===== src/rtl/fetch_unit.sv =====
// fetch_unit: instruction fetch stage; PC, imem request/response ports, decode buffer, redirect flush
// Ports: clk, rst (async active-high); imem_req_valid/ready/addr request port;
// imem_rsp_valid/data in-order response port; redirect_valid/addr taken-branch target;
// id_valid/ready/pc/instr decode handoff from the buffer head.
// Define FETCH_PERF_EN to add saturating perf_redirects, perf_dropped, perf_req_stall outputs.
module fetch_unit #(
  parameter logic [31:0] RESET_PC = 32'h0000_0000,
  parameter int          DEPTH    = 2
) (
  input  logic        clk,
  input  logic        rst,
  output logic        imem_req_valid,
  input  logic        imem_req_ready,
  output logic [31:0] imem_req_addr,
  input  logic        imem_rsp_valid,
  input  logic [31:0] imem_rsp_data,
  input  logic        redirect_valid,
  input  logic [31:0] redirect_addr,
  output logic        id_valid,
  input  logic        id_ready,
  output logic [31:0] id_pc,
  output logic [31:0] id_instr
`ifdef FETCH_PERF_EN
  ,
  output logic [31:0] perf_redirects,
  output logic [31:0] perf_dropped,
  output logic [31:0] perf_req_stall
`endif
);
  localparam int AW = $clog2(DEPTH);
  localparam int CW = $clog2(DEPTH + 1) + 1;
  typedef enum logic {BOOT, FETCH} state_t;
  state_t state_q, state_d;
  logic fetch, hs, deq, redir, drop, push;
  logic [31:0] pc_q;
  logic [CW-1:0] inflight, drop_cnt, occ, outstanding;
  logic [AW-1:0] q_wr, q_rd, b_wr, b_rd;
  logic [31:0] q_pc [DEPTH];
  logic [31:0] b_pc [DEPTH];
  logic [31:0] b_instr [DEPTH];

  always_ff @(posedge clk or posedge rst)
    if (rst) state_q <= BOOT;
    else state_q <= state_d;

  always_comb state_d = (state_q == BOOT) ? FETCH : state_q;

  // Issue only while every accepted request is guaranteed a buffer slot on return.
  always_comb begin
    fetch = state_q == FETCH;
    id_valid = occ != '0;
    deq = id_valid && id_ready;
    imem_req_valid = fetch && ((inflight + occ - CW'(deq)) < CW'(DEPTH));
  end

  always_comb begin
    hs = imem_req_valid && imem_req_ready;
    redir = fetch && redirect_valid;
    drop = imem_rsp_valid && (redir || drop_cnt != '0);
    push = imem_rsp_valid && !drop;
    outstanding = inflight + CW'(hs) - CW'(imem_rsp_valid);
    imem_req_addr = pc_q;
    id_pc = b_pc[b_rd];
    id_instr = b_instr[b_rd];
  end

  always_ff @(posedge clk or posedge rst)
    if (rst) begin
      pc_q <= RESET_PC;
      inflight <= '0;
      drop_cnt <= '0;
      occ <= '0;
      q_wr <= '0;
      q_rd <= '0;
      b_wr <= '0;
      b_rd <= '0;
      for (int i = 0; i < DEPTH; i++) begin
        q_pc[i] <= '0;
        b_pc[i] <= '0;
        b_instr[i] <= '0;
      end
    end else begin
      pc_q <= redir ? {redirect_addr[31:2], 2'b00} : hs ? pc_q + 32'd4 : pc_q;
      inflight <= outstanding;
      // Every request still outstanding after a redirect belongs to the wrong path.
      drop_cnt <= redir ? outstanding : drop_cnt - CW'(drop);
      if (hs) begin
        q_pc[q_wr] <= pc_q;
        q_wr <= q_wr + AW'(1);
      end
      if (imem_rsp_valid) q_rd <= q_rd + AW'(1);
      if (redir) begin
        occ <= '0;
        b_rd <= b_wr;
      end else begin
        if (push) begin
          b_pc[b_wr] <= q_pc[q_rd];
          b_instr[b_wr] <= imem_rsp_data;
          b_wr <= b_wr + AW'(1);
        end
        if (deq) b_rd <= b_rd + AW'(1);
        occ <= occ + CW'(push) - CW'(deq);
      end
    end

`ifdef FETCH_PERF_EN
  always_ff @(posedge clk or posedge rst)
    if (rst) begin
      perf_redirects <= '0;
      perf_dropped <= '0;
      perf_req_stall <= '0;
    end else begin
      perf_redirects <= perf_redirects + 32'(redir && perf_redirects != '1);
      perf_dropped <= perf_dropped + 32'(drop && perf_dropped != '1);
      perf_req_stall <= perf_req_stall + 32'(imem_req_valid && !imem_req_ready && perf_req_stall != '1);
    end
`endif

  a_rsp_expected: assert property (@(posedge clk) disable iff (rst) imem_rsp_valid |-> inflight != '0);
endmodule


===== config.mk =====
export PLATFORM = sky130hd
export DESIGN_NAME = fetch_unit
export DESIGN_NICKNAME = d
export VERILOG_FILES = /design/src/rtl/fetch_unit.sv
export SDC_FILE = /design/constraint.sdc
export NUM_CORES = 1
export LEC_CHECK = 0
export BUFFER_PORTS_ARGS = -buffer_cell sky130_fd_sc_hd__buf_2
export CAP_MARGIN = 15
export CORE_UTILIZATION = 45
export CTS_BUF_LIST = sky130_fd_sc_hd__clkbuf_8
export CTS_CLUSTER_SIZE = 10
export DETAILED_ROUTE_END_ITERATION = 10
export PLACE_DENSITY = 0.78
export SLEW_MARGIN = 10
export SYNTH_ARGS = -nofsm -noshare
export SYNTH_HDL_FRONTEND = slang
export SYNTH_SLANG_ARGS = --single-unit

===== constraint.sdc =====
create_clock -name clk -period 7.02 [get_ports clk]
set_input_delay 0.702 -clock clk [delete_from_list [all_inputs] [get_ports clk]]
set_output_delay 0.702 -clock clk [all_outputs]
set_load 0.005 [all_outputs]

==> metrics.cfg <==
[global_routing]
antenna_found_initial=0
grt_max_degree=82
top_usage_layer=met2
grt_pass1_wl_um=36400
overflow=0
grt_use_met3_pct=3.69
use_met1_pct=26.3
grt.total_usage_pct=19.1
grt_pass1_vias=7151
use_met2_pct=30.6

[place]
port_buffers=161
dp_hpwl_um=14700
place_ws_ns=3.01
routabilityCongestion=0.813

[synthesis]
yosysUniqueCellTypes=50
synthAdderAreaFrac_pct=1.54
syn_area_um2=10400
synth_xor_area_share_pct=2.93
yosysWarnings=0
syn_area_per_cell_um2=12.3
ys_ff_latch=228
synth-compound-area-share_pct=4.88
synth_top_family_by_area=multiplexers
syn_inst=846
synth-simple-area-share_pct=9.17
yosysSeqAreaShare_pct=54.8
synth.area.mux_share_pct=23.4

[drt]
postRouteWirelength_um=22300
ant_nets=0
drc=0
wire_per_inst_um=16.9
firstDrtPassIters=4
drt_iter0_drc=307
via_count=6980
via_per_inst=5.29

[critical_path]
critical_path.startpoint=occ[2]$_DFF_PP0_
cp_max_fo=13
rrSetupSlack_ns=2.97
rr_startpoint=occ[2]$_DFF_PP0_
endpoint_kind=primary output
rr_endpoint=drop_cnt[2]$_DFF_PP0_
critPathRequiredTime_ns=6.32
worstSetupPathType=register to primary output
reg2reg_depth=15
start_kind=register
cp.arrival_ns=3.39
endpoint=imem_req_valid

[floorplanning]
die_width_um=154
dieHeight_um=154
rows=55
ios=168
design.core.area_um2=22600
die_area_um2=23800
initial_core_util_pct=46.0

[timing]
fin_worst_skew_ns=0.0304
max_freq_ghz=0.244
slew_headroom_pct=32.3
tightest_slew_ns=1.02
slew_violations=0
tns_ns=0
final_hold_viol_count=0
setup_violations=0
post-route-min-period_ns=4.09
setup_slack_ns=2.93
fin_crit_sh_pct=58.3
rsz0062_at_grt=false

[power_and_ir_drop]
ir_worst_vdd_mv=0.318
leakagePower_nw=5.64
fin_total_pwr_mw=5.66
p_per_area_nw_per_um2=464

[layout]
layout_common_cells=227 x dfrtp_1, 186 x mux2_2, 161 x buf_2
syn2layout_area_growth_pct=16.9
layout-drive-gt1-share_pct=42.3
fillCellCount=1888
fin_nets=1088
antenna_cells=0
final_common_cell=dfrtp_1

[cts]
hold_buffers=0
numCtsBuffers=39
ctsResizeCount=0
htree_levels=2
cts_setup_buffers=0
clockRootBuffer=clkbuf_8
path_clk_slew_ns=0.06
cts_tree=done
cts_buffer_depth=3
clk_latency_ns=0.53
cts.sinks=228

[flow_run]
drv_cap=0

[outcome]
status=completed

[worst_hold_path]
min-delay-path-class=input port to asynchronous set/reset pin

## critical path, stage by stage (launching register included)
cell and delay, ns:
dfrtp_1 0.42, or3_1 0.41, and2_1 0.21, ha_1 0.28, inv_1 0.08, nand2_1 0.07
fa_1 0.38, xor2_1 0.30, xor2_1 0.25, buf_4 0.26, nor2_1 0.06, buf_2 0.13
## Yosys cell counts, drive strengths merged
cell type	number	area, um^2
a2111oi	1	15.0
a21o	1	7.51
a21oi	62	310
a31oi	5	31.3
and2	5	31.3
and3	4	26.3
and4	3	27.5
buf	39	235
clkbuf	14	53.8
conb	2	7.51
dfrtp	228	5710
fa	3	60.1
ha	8	100
inv	14	52.6
mux2	186	2090
mux2i	34	340
nand2	44	168
nand2b	1	6.26
nand3	18	90.1
nand4	10	90.1
nand4b	3	32.5
nor2	74	280
nor2b	1	6.26
nor3	4	20.0
nor4	9	90.1
nor4b	2	23.8
o21ai	28	144
or2	1	6.26
or3	5	31.3
or4	3	26.3
xnor2	21	191
xor2	13	114
## worst min-delay path by stage
| stage | depth (start not counted) | start | endpoint |
|---|---|---|---|
| floorplan | 1 | b_instr[26]$_DFFE_PP0P_ | b_instr[26]$_DFFE_PP0P_ |
| global placement | 1 | q_rd$_DFFE_PP0P_ | q_rd$_DFFE_PP0P_ |
| detailed placement | 1 | q_rd$_DFFE_PP0P_ | q_rd$_DFFE_PP0P_ |
| CTS | 2 | rst | b_pc[26]$_DFFE_PP0P_ |
| global route | 2 | rst | b_instr[34]$_DFFE_PP0P_ |
| finish | 2 | rst | b_instr[32]$_DFFE_PP0P_ |
## stage by stage
step | cell area, um^2 | std cells | utilization, % | hold WS [ns]
after floorplan | 10400 | 849 | - | 0.475
after global placement | 11400 | 1251 | 50.3 | 0.453
after detailed placement | 11400 | 1251 | 50.3 | 0.459
after CTS | 12200 | 1320 | 53.8 | 0.204
after global routing | 12200 | 1320 | 53.8 | 0.228
final | 12200 | 1320 | 53.8 | 0.209
## cells by family after synthesis
group	Yosys count
flip-flops	228
XOR/XNOR	34
AO/OA/AOI/OAI	97
AND/OR/NAND/NOR	187
other	2
adder cells (fa/ha/maj)	11
multiplexers	220
buffers and inverters	67
## cell type report
cell class	count	area (um^2)	area share (%)
Clock inverter	21	124	1.02
Timing Repair Buffer	170	873	7.17
Multi-Input combinational cell	554	4400	36.1
Sequential cell	228	5710	46.8
Tap cell	285	357	2.93
Clock buffer	48	661	5.42
Inverter	14	60.1	0.493
## layer usage
layer / vias to the layer above / share of wire, %
met1: 3468 / 47
met5: - / 0
met3: 34 / 4.8
met4: 0 / 1.9
met2: 185 / 46
li1: 3293 / -
## power by group
group	internal, mW	leakage (nW)	total (mW)	switching, mW
logic	1.14	2.42	2.21	1.07
registers	1.89	2.77	2.26	0.364
clock network	0.658	0.454	1.19	0.529
## registers in the layout, indices dropped and copies added, names as in the netlist, 3 cells and up
signal and flops:
b_instr 64, b_pc 60, q_pc 60, imem_req_addr 30
drop_cnt 3, inflight 3, occ 3
No activity file was read; power rests on OpenSTA's default activity.
